File: src/rtl/arbitrate_pkg.sv
// Shared helpers for the stream arbiter: index width and wrap-around index arithmetic.
package arbitrate_pkg;

    function automatic int iw(input int n);
        return (n > 1) ? $clog2(n) : 1;
    endfunction

    function automatic int next_idx(input int i, input int n);
        return (i == n - 1) ? 0 : i + 1;
    endfunction

    // a, b < n, so a single conditional subtract is enough
    function automatic int wrap_add(input int a, input int b, input int n);
        return (a + b >= n) ? a + b - n : a + b;
    endfunction

endpackage

File: src/rtl/arbitrate_if.sv
// Producer-side (s_*) and consumer-side (m_*) stream signals of the arbiter.
interface arbitrate_if #(
    parameter int W = 8,
    parameter int N = 2
);
    localparam int IW = arbitrate_pkg::iw(N);

    logic [N-1:0]    s_stb;
    logic [N*W-1:0]  s_dat;
    logic [N-1:0]    s_lst;
    logic [N-1:0]    s_rdy;
    logic            m_rdy;
    logic            m_stb;
    logic [IW+W-1:0] m_dat;
    logic            m_lst;

    // master: the arbiter itself; slave: the surrounding producers and consumer
    modport master (input s_stb, s_dat, s_lst, m_rdy, output s_rdy, m_stb, m_dat, m_lst);
    modport slave  (output s_stb, s_dat, s_lst, m_rdy, input s_rdy, m_stb, m_dat, m_lst);
endinterface

File: src/rtl/arbitrate_rotate_encode.sv
// First-one search over the request vector, either from index 0 or rotated to start at ptr.
module rotate_encode
    import arbitrate_pkg::*;
#(
    parameter int N  = 2,
    parameter int IW = 1
) (
    input  logic [N-1:0]  i_req,
    input  logic [IW-1:0] i_ptr,
    input  logic          i_rr,
    output logic [IW-1:0] o_idx,
    output logic          o_any
);
    logic [IW-1:0] w_cand [N];

    for (genvar k = 0; k < N; k++) begin : g_cand
        assign w_cand[k] = i_rr ? IW'(wrap_add(int'(i_ptr), k, N)) : IW'(k);
    end

    // scan from the lowest-priority candidate so the highest-priority hit is written last
    always_comb begin
        o_idx = '0;
        o_any = 1'b0;
        for (int k = N - 1; k >= 0; k--) begin
            if (i_req[w_cand[k]]) begin
                o_idx = w_cand[k];
                o_any = 1'b1;
            end
        end
    end
endmodule

File: src/rtl/arbitrate.sv
// Registered N-to-1 stream arbiter with fixed/round-robin priority and packet locking.
module arbitrate
    import arbitrate_pkg::*;
#(
    parameter int W  = 8,
    parameter int N  = 2,
    parameter int RR = 1
) (
    input logic         clk,
    input logic         rst_n,
    arbitrate_if.master bus
);
    localparam int IW = iw(N);

    if (N < 2) begin : g_bad_n
        $error("arbitrate: N must be at least 2");
    end

    logic          r_lock;
    logic [IW-1:0] r_owner;
    logic [IW-1:0] r_ptr;
    logic          r_m_stb;
    logic [IW+W-1:0] r_m_dat;
    logic          r_m_lst;

    logic [IW-1:0] w_enc_idx;
    logic          w_enc_any;
    logic [IW-1:0] w_sel;
    logic          w_gnt;
    logic          w_ld;
    logic          w_xfer;
    logic [W-1:0]  w_dat;
    logic          w_lst;

    rotate_encode #(.N(N), .IW(IW)) u_enc (
        .i_req (bus.s_stb),
        .i_ptr (r_ptr),
        .i_rr  (RR != 0),
        .o_idx (w_enc_idx),
        .o_any (w_enc_any)
    );

    // a locked owner keeps the grant even when idle, which starves everyone else
    assign w_sel  = r_lock ? r_owner : w_enc_idx;
    assign w_gnt  = r_lock ? bus.s_stb[r_owner] : w_enc_any;
    assign w_ld   = !r_m_stb || bus.m_rdy;
    assign w_xfer = w_ld && w_gnt && rst_n;
    assign w_dat  = bus.s_dat[int'(w_sel)*W +: W];
    assign w_lst  = bus.s_lst[w_sel];

    assign bus.s_rdy = w_xfer ? (N'(1) << w_sel) : '0;
    assign bus.m_stb = r_m_stb;
    assign bus.m_dat = r_m_dat;
    assign bus.m_lst = r_m_lst;

    always_ff @(posedge clk or negedge rst_n) begin
        if (!rst_n) begin
            r_m_stb <= 1'b0;
            r_m_dat <= '0;
            r_m_lst <= 1'b0;
        end else if (w_ld) begin
            r_m_stb <= w_gnt;
            if (w_gnt) begin
                r_m_dat <= {w_sel, w_dat};
                r_m_lst <= w_lst;
            end
        end
    end

    always_ff @(posedge clk or negedge rst_n) begin
        if (!rst_n) begin
            r_lock  <= 1'b0;
            r_owner <= '0;
            r_ptr   <= '0;
        end else if (w_xfer) begin
            if (w_lst) begin
                r_lock <= 1'b0;
                if (RR != 0) r_ptr <= IW'(next_idx(int'(w_sel), N));
            end else begin
                r_lock  <= 1'b1;
                r_owner <= w_sel;
            end
        end
    end
endmodule

File: src/flat_wrapper.sv
// flat-port wrapper written by rule: the top's interface ports become plain ports
module arbitrate_flat import arbitrate_pkg::*;
#(
    parameter int W  = 8,
    parameter int N  = 2,
    parameter int RR = 1
)
  (clk, rst_n, bus_s_stb, bus_s_dat, bus_s_lst, bus_m_rdy, bus_s_rdy, bus_m_stb, bus_m_dat, bus_m_lst);
  arbitrate_if #(.W(W), .N(N)) bus_i ();
  input logic clk;
  input logic rst_n;
  input wire logic [$bits(bus_i.s_stb)-1:0] bus_s_stb;
  input wire logic [$bits(bus_i.s_dat)-1:0] bus_s_dat;
  input wire logic [$bits(bus_i.s_lst)-1:0] bus_s_lst;
  input wire logic [$bits(bus_i.m_rdy)-1:0] bus_m_rdy;
  output wire logic [$bits(bus_i.s_rdy)-1:0] bus_s_rdy;
  output wire logic [$bits(bus_i.m_stb)-1:0] bus_m_stb;
  output wire logic [$bits(bus_i.m_dat)-1:0] bus_m_dat;
  output wire logic [$bits(bus_i.m_lst)-1:0] bus_m_lst;
  assign bus_i.s_stb = bus_s_stb;
  assign bus_i.s_dat = bus_s_dat;
  assign bus_i.s_lst = bus_s_lst;
  assign bus_i.m_rdy = bus_m_rdy;
  assign bus_s_rdy = bus_i.s_rdy;
  assign bus_m_stb = bus_i.m_stb;
  assign bus_m_dat = bus_i.m_dat;
  assign bus_m_lst = bus_i.m_lst;
  arbitrate #(.W(W), .N(N), .RR(RR)) u_core (.clk(clk), .rst_n(rst_n), .bus(bus_i));
endmodule
File: config.mk
export PLATFORM = sky130hd
export DESIGN_NAME = arbitrate_flat
export DESIGN_NICKNAME = d
export VERILOG_FILES = /design/src/rtl/arbitrate_pkg.sv /design/src/rtl/arbitrate_if.sv /design/src/rtl/arbitrate_rotate_encode.sv /design/src/rtl/arbitrate.sv /design/src/flat_wrapper.sv
export SDC_FILE = /design/constraint.sdc
export NUM_CORES = 1
export LEC_CHECK = 0
export CAP_MARGIN = 25
export CELL_PAD_IN_SITES_DETAIL_PLACEMENT = 1
export CELL_PAD_IN_SITES_GLOBAL_PLACEMENT = 1
export CORE_ASPECT_RATIO = 1.25
export CORE_MARGIN = 1.5
export CORE_UTILIZATION = 30
export DETAILED_ROUTE_END_ITERATION = 16
export PLACE_DENSITY_LB_ADDON = 0.12
export SLEW_MARGIN = 10
export SYNTH_ARGS = -nofsm -noshare
export SYNTH_HDL_FRONTEND = slang
export SYNTH_SLANG_ARGS = --single-unit
File: constraint.sdc
create_clock -name clk -period 2.3 [get_ports clk]
set_input_delay 0.46 -clock clk [delete_from_list [all_inputs] [get_ports clk]]
set_output_delay 0.46 -clock clk [all_outputs]
set_load 0.01 [all_outputs]
# Yosys cells after proc, flatten, opt, wreduce, memory -nomap -nowiden

Index checks and enable logic that the tools add are counted.

Flip-flop bits (word level): 14

Multiplexer cells: 19
Reduce and logical (&&, ||, !) cells: 7
Bitwise logic cells: 1
Shift-type cells: 2
Add/subtract/negate cells: 4
Order comparisons: 6

Operator list:

| kind                                                       | count |
|---|---|
| two-way mux 1 bit                                          | 18 |
| indexed part select 16 x 5 -> 8 bit                        | 1 |
| less-than comparator 1 x 2 -> 1 bit, second input constant | 4 |
| AND reduction 2 bit                                        | 3 |
| adder 1 x 1 -> 2 bit, second input constant                | 1 |
| >= comparator 1 x 2 -> 1 bit, second input constant        | 1 |
| >= comparator 2 bit, second input constant                 | 1 |
| logical AND 1 bit                                          | 2 |
| two-way mux 2 bit                                          | 1 |
| << shifter 1 x 1 -> 2 bit, first input constant            | 1 |
| subtractor 1 bit, second input constant                    | 2 |
| adder 1 bit, second input constant                         | 1 |
| logical NOT 1 bit                                          | 1 |
| logical OR 1 bit                                           | 1 |
| NOT 1 bit                                                  | 1 |

# Logic depth before layout (Yosys ltp)

Word-level depth: 12
Mapped depth: 5
Gate-level depth less buffers: 4

# Hierarchy

From an unflattened synthesis, not the netlist that was laid out.

Cell total of the unflattened synthesis: 72
Area total of the unflattened synthesis: 694.4 µm²

Modules (own cells, without submodules):

| module        | times used | area an instance (µm²) | cells an instance | sequential area each (µm²) |
|---|---|---|---|---|
| arbitrate     | 1          | 676.9                  | 69                | 350.3 |
| rotate_encode | 1          | 17.5                   | 3                 | 0.0 |

# Worst setup path before layout

No wires, ideal clock.

Kind: input to output
Start point: input bus_m_rdy
End point: output bus_s_rdy[0]
Data required time: 1840 ps
Stages: 5
Path buffers: 1
Data arrival time: 1282 ps
Slack: 558 ps
Cell sequence: nand2b_1 > and2_1 > and3_1 > clkbuf_1 > nor2b_1

Word-level cells in the longest chain between the ends: 4

RTL lines:

| element                        | line               | source |
|---|---|---|
| start: declaration             | flat_wrapper.sv:15 | `input wire logic [$bits(bus_i.m_rdy)-1:0] bus_m_rdy;` |
| logical OR 1 bit               | arbitrate.sv:46    | `assign w_ld = !r_m_stb \|\| bus.m_rdy;` |
| logical AND 1 bit (2 in a row) | arbitrate.sv:47    | `assign w_xfer = w_ld && w_gnt && rst_n;` |
| two-way mux 2 bit              | arbitrate.sv:51    | `assign bus.s_rdy = w_xfer ? (N'(1) << w_sel) : '0;` |
| end: declaration               | flat_wrapper.sv:16 | `output wire logic [$bits(bus_i.s_rdy)-1:0] bus_s_rdy;` |

Every way passes these cells.

# Worst setup path after layout

Same ends and word-level chain as after synthesis.

==> impl_metrics.toml <==
[outcome]
status = "finished clean"

[detailed_routing]
firstDrtPassIters = 2
drtAntennaViolNets = 0
drc = 0
drt_iter0_drc = 4
wl_per_cell_um = 14.33
vias_per_cell = 4.699
vias = 639
finalWirelength_um = 1949

[pwr]
seqPwrFrac = 0.356
p_int_mw = 0.7788
powerDensity_nw_per_um2 = 878.4
comb_power_share = 0.484
p_leak_nw = 0.5613
ir_worst_vdd_mv = 0.4803
clkPwrFrac = 0.160
power.share.switching = 0.2978
p_sw_mw = 0.3302

[timing]
slew_headroom = 0.8531
rsz0062_at_grt = "false"
period_minus_slack_ps = 2230
fmax_mhz = 448.3
holdWs_ps = 516.0
tightest_slew_ps = 220.4
setup_violations = 0
hold_viol = 0
fin_tns_setup_ps = 0
maxSlewViolCount = 0
finalClockSkew_ps = 4.914
period_share = 0.9697

[logic_synthesis]
dominantRegCellSynth = "dfrtp_1"
ys_warn_count = 0
yosysTopAreaCell = "dfrtp_1"
synth_common_cells = "14 x dfrtp_1, 10 x mux2_4, 6 x mux2_2"
synth_seq_cells = 14
synth.yosys.seq_area_share = 0.4334
yosys.cell_count.top_type = "dfrtp_1"
syn_nets = 84
syn-cell-area_um2 = 808.3
synth_cell_type_count = 25
synth_edf_count = 0
synthCells = 61
synthArstFlopShare = 1.000
synth_top_area_frac = 0.4334
ys_top_cells_by_area = "dfrtp_1 43%, mux2_4 19%, mux2_2 8.4%"
syn-mean-instance-area_um2 = 13.25

[cts]
hold_buffers = 0
cts_tree = "built"
cts_root_buf = "clkbuf_4"
cts_sinks = 14
clkTransAtPathRegs_ps = 80
cts_max_level = 1
cts_buffers = 3
clockBufferDepth = 2
clk-insertion-delay-late_ps = 280

[placement]
dp_hpwl_um = 1515
placedInstanceArea_um2 = 1219
place_congestion = 0.7964
io_buffer_count = 35

[floorplanning]
die_h_um = 61.04
rows = 20
core_um2 = 2502
ios = 36
die_w_um = 49.43
start_util = 0.3230
die_area_um2 = 3017

[finish]
multi_input_area_um2 = 431.7
nFillCells = 266
area_delta_synth_final_pct = 56.19
antenna_cells = 0
final_area_um2 = 1262
nets = 127
drive_gt1_frac = 0.3301
seqCellArea_um2 = 350.3

[worst_setup_path]
endpoint_kind = "output port"
r2r_start = "u_core.r_lock"
start_kind = "input pin"
arrival_ps = 1770
required_ps = 1840
r2r_slack_ps = 500
critPathKind = "in -> out"
cp_max_fo = 3
worst_r2r_endpoint = "u_core.bus.m_lst"
worstRegToRegCells = 5

[worst_hold_path]
worstHoldStart = "u_core.bus.m_lst"
hold-path-endpoint = "u_core.bus.m_lst"
hold_depth = 1
worstHoldPathType = "reg -> reg"

[grt]
grtUsageTotal = 0.1451
first_global_vias = 700
grt_start_max_net_pins = 15
antenna_found_initial = 0
grt_overflow_total = 0
grt_pass1_wl_um = 3236

[run]
cap_violations = 0
[kinds of logic after synthesis]
group	Yosys count	share of synthesized area
AND/OR/NAND/NOR	16	0.1254
multiplexers	20	0.3235
buffers and inverters	5	0.04179
AO/OA/AOI/OAI	6	0.07587
flip-flops	14	0.4334
[cells in the final DEF, fill, tap and decap left out, types with 2 or more instances in the layout]
cell type	synthesis	layout
nand2_1	2	2
mux2_1	3	3
dfrtp_1	14	14
clkdlybuf4s50_1	0	32
mux2_2	6	6
dlygate4sd2_1	0	2
buf_4	0	6
and3_4	1	2
nor2_1	2	2
inv_1	2	2
nor2b_1	2	2
mux2_4	10	10
clkbuf_4	0	3
nand2b_1	2	2
[metrics by stage]
| stage | cells | power (mW) | setup slack [ps] | utilization |
|---|---|---|---|---|
| 2_1_floorplan | 61 | 0.6929 | 557.5 | - |
| 3_3_place_gp | 132 | 0.9271 | -235.6 | 0.4870 |
| 3_5_place_dp | 132 | 0.9432 | -242.4 | 0.4870 |
| 4_1_cts | 136 | 1.128 | 35.29 | 0.5035 |
| 5_1_grt | 136 | 1.181 | 15.46 | 0.5045 |
| 6_report | 136 | 1.109 | 69.58 | 0.5045 |
[layout make-up]
| type | instances | area share |
|---|---|---|
| clock buffers | 4 | 0.02874 |
| inverters | 2 | 0.005946 |
| multi-input cells | 42 | 0.3419 |
| flip-flops and latches | 14 | 0.2775 |
| well taps | 33 | 0.03271 |
| repair buffers | 41 | 0.3132 |
[worst max-delay path: stages]
cell and delay, ps:
clkdlybuf4s50_1 450, nand2b_1 120, and2_4 160, and3_4 180
nor2b_1 130, dlygate4sd2_1 270
[registers in the layout (all words and copies together) (netlist names)]
signal	count
u_core.bus.m_dat	9
u_core.bus.m_lst	1
u_core.bus.m_stb	1
u_core.r_lock	1
u_core.r_owner	1
u_core.r_ptr	1
[per-layer routing]
layer | share of wire | track usage | up-vias | wire [um]
met5 | 0 | 0 | - | 0
met4 | 0.0041 | 0.05952 | 0 | 8
met3 | 0.046 | 0.02913 | 2 | 89
met2 | 0.56 | 0.2857 | 18 | 1098
met1 | 0.39 | 0.1530 | 321 | 753
li1 | - | - | 298 | -
[worst max path at each step]
stage,from,end,slack [ps],cells after the start
after floorplan,bus_m_rdy,bus_s_rdy[0],560,5
after global placement,bus_m_rdy,bus_s_rdy[0],-240,6
after detailed placement,bus_m_rdy,bus_s_rdy[0],-240,6
after CTS,bus_s_stb[1],bus_s_rdy[1],40,5
after global routing,bus_m_rdy,bus_s_rdy[0],20,6
final,bus_m_rdy,bus_s_rdy[0],70,6
[power by group through the flow]
stage	registers (mW)	clock network, mW	logic [mW]
global placement	0.393	0	0.534
floorplan	0.422	0	0.271
global route	0.410	0.194	0.576
detailed placement	0.398	0	0.545
CTS	0.397	0.182	0.549
finish	0.395	0.177	0.537
[timing repair]
item,4_1_cts,5_1_grt
buffers inserted,0,0
gates resized for setup,4,1
endpoints found under the setup margin,2,1
Power figures use the tool's default switching activity.
